--- config.mk ---
export PLATFORM = sky130hd
export DESIGN_NAME = async_fifo_write_arbiter
export DESIGN_NICKNAME = d
export VERILOG_FILES = /design/src/rtl/async_fifo_write_arbiter.sv
export SDC_FILE = /design/constraint.sdc
export NUM_CORES = 1
export LEC_CHECK = 0
export CORE_AREA = 2 2 65 49
export DETAILED_ROUTE_END_ITERATION = 10
export DIE_AREA = 0 0 67 51
export GPL_TIMING_DRIVEN = 1
export HOLD_SLACK_MARGIN = 0.1
export PLACE_DENSITY = 0.75
export SYNTH_ARGS = -nofsm -noshare
export SYNTH_HDL_FRONTEND = slang
export SYNTH_SLANG_ARGS = --single-unit
--- constraint.sdc ---
create_clock -name write_clk -period 1.8 [get_ports write_clk]
set_input_delay 0.36 -clock write_clk [delete_from_list [all_inputs] [get_ports write_clk]]
set_output_delay 0.36 -clock write_clk [all_outputs]
set_load 0.005 [all_outputs]
--- src/rtl/async_fifo_write_arbiter.sv ---
// Round-robin, burst-granting arbiter in front of an async FIFO write port.
// Optional per-requester statistics are enabled with `define ASYNC_FIFO_ARB_STATS_EN.
module async_fifo_write_arbiter #(
  parameter int NUM_REQ    = 4,
  parameter int DATA_WIDTH = 8,
  parameter int MAX_BURST  = 4
) (
  input  logic                          write_clk,
  input  logic                          write_rst_n,
  input  logic [NUM_REQ-1:0]            req_valid,
  input  logic [NUM_REQ*DATA_WIDTH-1:0] req_data,
  input  logic [NUM_REQ-1:0]            req_last,
  output logic [NUM_REQ-1:0]            req_ready,
  input  logic                          p_write_full,
  output logic                          p_write_en,
  output logic [DATA_WIDTH-1:0]         p_write_data,
  output logic                          grant_valid,
  output logic [$clog2(NUM_REQ)-1:0]    grant_id
`ifdef ASYNC_FIFO_ARB_STATS_EN
  ,
  output logic [NUM_REQ*16-1:0]         beat_count,
  output logic [15:0]                   stall_count,
  input  logic                          stats_clr
`endif
);

  localparam int ID_W  = $clog2(NUM_REQ);
  localparam int CNT_W = (MAX_BURST > 1) ? $clog2(MAX_BURST) : 1;

  typedef enum logic [0:0] {IDLE = 1'b0, BURST = 1'b1} state_t;

  state_t            state_r, state_s;
  logic [ID_W-1:0]   rr_ptr_r, rr_ptr_s;
  logic [ID_W-1:0]   grant_id_r, grant_id_s;
  logic              grant_valid_r, grant_valid_s;
  logic [CNT_W-1:0]  beat_cnt_r, beat_cnt_s;
  logic [ID_W-1:0]   pick_s, sel_s;
  logic              any_s;
  logic              accept_s;
  logic              cur_valid_s, cur_last_s;
  logic [DATA_WIDTH-1:0] cur_data_s;

  assign cur_valid_s = req_valid[grant_id_r];
  assign cur_last_s  = req_last[grant_id_r];
  assign cur_data_s  = req_data[grant_id_r*DATA_WIDTH +: DATA_WIDTH];
  assign grant_valid = grant_valid_r;
  assign grant_id    = grant_id_r;

  // Round-robin search: walking backwards leaves the first hit from rr_ptr in pick_s.
  always_comb begin
    pick_s = rr_ptr_r;
    any_s  = 1'b0;
    sel_s  = rr_ptr_r;
    for (int i = NUM_REQ - 1; i >= 0; i--) begin
      sel_s = ID_W'((int'(rr_ptr_r) + i) % NUM_REQ);
      if (req_valid[sel_s]) begin
        pick_s = sel_s;
        any_s  = 1'b1;
      end else begin
        any_s  = any_s;
      end
    end
  end

  // Next-state and write-port outputs; full freezes everything in BURST.
  always_comb begin
    state_s       = state_r;
    rr_ptr_s      = rr_ptr_r;
    grant_id_s    = grant_id_r;
    grant_valid_s = grant_valid_r;
    beat_cnt_s    = beat_cnt_r;
    accept_s      = 1'b0;
    p_write_en    = 1'b0;
    req_ready     = '0;
    p_write_data  = '0;
    case (state_r)
      IDLE: begin
        if (any_s) begin
          grant_id_s    = pick_s;
          grant_valid_s = 1'b1;
          state_s       = BURST;
        end else begin
          grant_valid_s = 1'b0;
        end
      end
      BURST: begin
        p_write_data = cur_data_s;
        if (cur_valid_s && !p_write_full) begin
          accept_s              = 1'b1;
          p_write_en            = 1'b1;
          req_ready[grant_id_r] = 1'b1;
          if (cur_last_s || (beat_cnt_r == CNT_W'(MAX_BURST - 1))) begin
            state_s       = IDLE;
            grant_valid_s = 1'b0;
            beat_cnt_s    = '0;
            rr_ptr_s      = ID_W'((int'(grant_id_r) + 1) % NUM_REQ);
          end else begin
            beat_cnt_s    = beat_cnt_r + CNT_W'(1);
          end
        end else begin
          accept_s = 1'b0;
        end
      end
      default: begin
        state_s       = IDLE;
        grant_valid_s = 1'b0;
        beat_cnt_s    = '0;
      end
    endcase
  end

  // Arbiter state registers.
  always_ff @(posedge write_clk or negedge write_rst_n) begin
    if (!write_rst_n) begin
      state_r       <= IDLE;
      rr_ptr_r      <= '0;
      grant_id_r    <= '0;
      grant_valid_r <= 1'b0;
      beat_cnt_r    <= '0;
    end else begin
      state_r       <= state_s;
      rr_ptr_r      <= rr_ptr_s;
      grant_id_r    <= grant_id_s;
      grant_valid_r <= grant_valid_s;
      beat_cnt_r    <= beat_cnt_s;
    end
  end

`ifdef ASYNC_FIFO_ARB_STATS_EN
  logic [15:0] stat_beats_r [NUM_REQ];
  logic [15:0] stat_stall_r;
  logic        stall_s;

  assign stall_s     = (state_r == BURST) && cur_valid_s && p_write_full;
  assign stall_count = stat_stall_r;

  // Saturating counters; clear wins over increment.
  always_ff @(posedge write_clk or negedge write_rst_n) begin
    if (!write_rst_n) begin
      for (int i = 0; i < NUM_REQ; i++) stat_beats_r[i] <= 16'd0;
      stat_stall_r <= 16'd0;
    end else if (stats_clr) begin
      for (int i = 0; i < NUM_REQ; i++) stat_beats_r[i] <= 16'd0;
      stat_stall_r <= 16'd0;
    end else begin
      if (accept_s && (stat_beats_r[grant_id_r] != 16'hFFFF)) begin
        stat_beats_r[grant_id_r] <= stat_beats_r[grant_id_r] + 16'd1;
      end
      if (stall_s && (stat_stall_r != 16'hFFFF)) begin
        stat_stall_r <= stat_stall_r + 16'd1;
      end
    end
  end

  // Flatten per-requester counters onto the output bus.
  always_comb begin
    beat_count = '0;
    for (int i = 0; i < NUM_REQ; i++) beat_count[i*16 +: 16] = stat_beats_r[i];
  end
`endif

endmodule

* Word-level counts from Yosys, hierarchy flattened
Index checks and enable logic that the tools add are counted.
** Word-level totals
- Register bits :: 8
- Bits of input ports :: 43
- Output and inout port bits :: 16
- Logic and storage cells :: 64
** Operators by class
- Shift operators :: 1
- Muxes and demuxes :: 35
- Reductions and logical operators :: 8
- Add/subtract/negate cells :: 5
- Equality and inequality tests :: 3
- Bitwise operators :: 1
- $lt $le $gt $ge :: 6
** Operator list (count)
- $shiftx A32 B6 Y8 :: 1
- $mux W1 :: 18
- $lt A2 B3 Y1 const B :: 5
- $bmux W1 S2 :: 6
- $mux W2 :: 5
- $mux W4 :: 2
- $mux W8 :: 1
- $add A2 B1 Y2 const B :: 3
- $reduce_and A2 Y1 :: 3
- $add A2 B2 Y2 const B :: 2
- $ne A2 B1 Y1 const B :: 2
- $pmux W1 S2 :: 2
- $reduce_and A3 Y1 :: 1
- $demux W1 S2 :: 1
- $eq A2 B2 Y1 const B :: 1
- $ge A2 B1 Y1 const B :: 1
- $logic_and A1 B1 Y1 :: 2
- $logic_not A1 Y1 :: 1
- $logic_or A1 B1 Y1 :: 1
- $not A1 Y1 :: 1

* Logic depth before layout (Yosys ltp)
- Depth in word-level cells :: 9
- Depth in mapped cells :: 6
- Depth with buffers taken out :: 5

* Worst setup path before layout
Ideal clock, no wire load.
- Kind :: register to output
- Start point :: register grant_id_r[0], in the netlist grant_id[0]
- End point :: output port p_write_data[0]
- Arrival :: 1416 ps
- Required time :: 1440 ps
- Buffers on the path :: 2
- Setup slack :: 24 ps
- Stages on the path, launching flop included :: 5
- Cells stage by stage :: dfrtp_1 > buf_2 > buf_4 > mux4_2 > and2_1
** On the way
- Cells in the longest elaborated chain, start to end :: 2
** Ends and longest elaborated chain
- from (decl) :: RTL line 34 : logic [ID_W-1:0] grant_id_r, grant_id_s;
- from (signal assigned) :: RTL line 123 : grant_id_r <= grant_id_s;
- $shiftx A32 B6 Y8 :: RTL line 45 : assign cur_data_s = req_data[grant_id_r*DATA_WIDTH +: DATA_WIDTH];
- $mux W8 :: RTL line 76 : case (state_r)
- to (decl) :: RTL line 16 : output logic [DATA_WIDTH-1:0] p_write_data,
No other way between the ends.

* Worst setup path in the final report
- Start point :: register grant_id_r[0], in the netlist grant_id[0]
- End point :: output port p_write_data[7]
The elaborated chain is that of the path after synthesis.

==> results.md <==
- Starting DRT DRC Count: 11
- Via count: 996
- Layout cells sized above 1: 40.6%
- Clock Path Buffers: 2
- NetSw: 820 uW
- Status: finished with violations
- Critical Path Slowest Stage Cell: mux4_2
- GPL Wtd Cong: 0.737
- Die H: 51 um
- Fillers: 234
- Avg Cell Area, Syn: 10.3 um2
- All-Layer GR Usage: 19.8%
- Setup crit start: grant_id[0]
- Crit. End Element: output pin
- Commonest non-fill, non-tap cell in the layout: clkdlybuf4s50_1
- Initial antenna violation count: 0
- Routed WL: 3.19 mm
- HPWL Detailed: 2.31 mm
- Post-synthesis cell area: 855 um2
- Starting Density: 29.5%
- Total die area: 0.00342 mm2
- Total power: 2.34 mW
- CTS Buf Count: 3
- Dpl ws: -0.538 ns
- Via-per-instance ratio: 4.91
- Worst reg2reg path depth: 9
- CP max stage delay: 0.47 ns
- RSZ-0062 raised after global routing: yes
- Chip Width: 67 um
- Worst-Skew Late Latency: 0.23 ns
- Worst ir drop on vdd: 548 uV
- Finished Cell Area: 0.00175 mm2
- Number of clock sinks: 8
- Max Cap Viol: 0
- R2R Setup Slk: 0.02 ns
- Pwr Density: 1340 mW/mm2
- Yosys warnings: 0
- Worst r2r src: grant_id[0]
- Reg power frac: 13.8%
- Setup Total Neg Slack: -1.47 ns
- Post-CTS Hold Buffers: 0
- H-tree Lvls: 1
- Final nets: 215
- Drt first pass iters: 4
- Largest net degree at the start of global routing: 16
- Int Pwr: 1.52 mW
- Clock network power share: 9.3%
- Slew @ Worst Pin: 0.388 ns
- Startpoint Class: register
- Core Region: 0.00289 mm2
- Most used cell, CP: buf_6
- Clock-pin slew on the worst setup and hold paths: 0.04 ns
- Ant diodes: 0
- Num ports: 59
- Post-synth top area share: 23.4%
- Final ANT Viol Nets: 0
- Crit share post-route: 108%
- Crit Path Max Fanout: 5
- Remaining Overflow, GRT: 0
- Sequential element share of the synthesized area: 23.4%
- WP data arrival: 1.58 ns
- Setup ws final: -0.143 ns
- Post-Synthesis Cells: 83
- Final Hold Fails: 0
- Fmax: 0.515 GHz
- Ranking of synthesized cells by area: dfrtp_1, mux4_2, and2_1
- Max Slew Vio Count: 0
- Number of global-route vias before repair: 1,005
- #FFs+latches synth: 8
- Switching Share: 35.0%
- Port Buffers: 58
- Post-synthesis cell type count: 32
- Register Area: 200 um2
- Logic pwr share: 76.9%
- Leakage: 0.786 nW
- Setup-failing EPs final: 12
- Most frequent cells in the layout: clkdlybuf4s50_1, buf_6, buf_4, mux4_2, dfrtp_1
- Minimum clock period: 1.94 ns
- Post-Syn Nets: 131
- Largest area contributor in the netlist: dfrtp_1
- Critical setup path kind: reg2out
- Slew HR: 74.0%
- Clk root buf: clkbuf_8
- Num rows: 17
- First-pass GRT wire length: 4.99 mm
- CP Cell Sequence: buf_6, buf_6, mux4_2, and2_1, buf_2
- Area of the multi-input gates: 642 um2
- HP Class: in2async
- Routed len/inst: 15.7 um
- CTS tree: done
- Violated checks: negative setup slack
- R2R Path End: rr_ptr_r[1]
- Layout Skew: 0.00197 ns
- Area Growth Syn to Fin: 105%
- DRC errors left: 0
- Required @ worst endpoint: 1.44 ns
- Area after DPL: 0.00155 mm2
-- power groups by stage --
stage | clock (mW) | sequential, mW | combinational (mW)
floorplan | 0 | 0.332 | 0.763
global placement | 0 | 0.316 | 1.40
detailed placement | 0 | 0.322 | 1.45
CTS | 0.221 | 0.323 | 1.65
global route | 0.235 | 0.332 | 1.94
finish | 0.217 | 0.323 | 1.80
-- layer usage --
metal  routed length (um)  track usage [%]  share of wire (%)  vias up
li1                     -                -                  -      469
met3                   84             3.96                2.6       10
met4                   41             3.06                1.3        0
met1                 1290             23.2                 41      489
met5                    0                0                  0        -
met2                 1770             37.5                 56       28
-- worst max-delay path: cells and delay by family, from the launching register on --
family / cells / cell delay [ns]
flip-flops: 1 / 0.37
multiplexers: 1 / 0.47
AND/OR/NAND/NOR: 1 / 0.14
buffers and inverters: 3 / 0.36
-- worst max path at each step --
stage               slack, ns               to  depth (start not counted)
floorplan                0.02  p_write_data[0]                          4
global placement        -0.50     req_ready[1]                          5
detailed placement      -0.54     req_ready[2]                          5
CTS                     -0.14  p_write_data[0]                          5
global route            -0.20     req_ready[0]                          7
finish                  -0.14  p_write_data[7]                          5
-- cell type report --
type | count | area share, %
timing repair buffer | 84 | 45.6
multi-input combinational | 64 | 36.6
sequential | 8 | 11.4
clock buffer | 3 | 2.36
tap | 38 | 2.71
inverter | 6 | 1.28
-- through the flow --
| stage | hold WS, ns | util (%) | std cells |
|---|---|---|---|
| 6_report | 0.422 | 60.6 | 203 |
| 5_1_grt | 0.440 | 60.6 | 203 |
| 4_1_cts | 0.426 | 58.5 | 202 |
| 3_5_place_dp | 0.512 | 53.4 | 187 |
| 3_3_place_gp | 0.507 | 53.4 | 187 |
| 2_1_floorplan | 0.0644 | - | 83 |
-- timing repair --
item,in CTS,in global routing
pin swaps,14,1
setup endpoints to repair,13,18
gates resized for setup,74,14
buffers inserted,16,1
-- sequential cells by signal, indices dropped and copies added, names as in the netlist --
register,count
grant_id,2
beat_cnt_r,2
rr_ptr_r,2
grant_valid,1
state_r,1
-- synthesized netlist by cell type (all sizes together) --
master   number
clkbuf        1
a22o          1
dfrtp         8
o22ai         3
mux4          8
mux2          1
nand3         2
a21boi        1
nor2          2
nor3          1
inv           6
or4           1
a22oi         1
buf           4
a21oi         3
o2111ai       1
nand2b        2
o21ai         5
mux2i         5
o21a          1
nor2b         5
or3b          1
and2         12
nand3b        1
nand2         2
ha            5
-- logic make-up after synthesis --
group                      after synthesis  synth area share, %
DFF                                      8                 23.4
muxes                                   14                 28.7
adders and majority gates                5                 7.32
and+or+nand+nor                         29                 20.5
buffers and inverters                   11                 6.73
AOI/OAI and AO/OA                       16                 13.3
(Power assumes the default switching activity.)
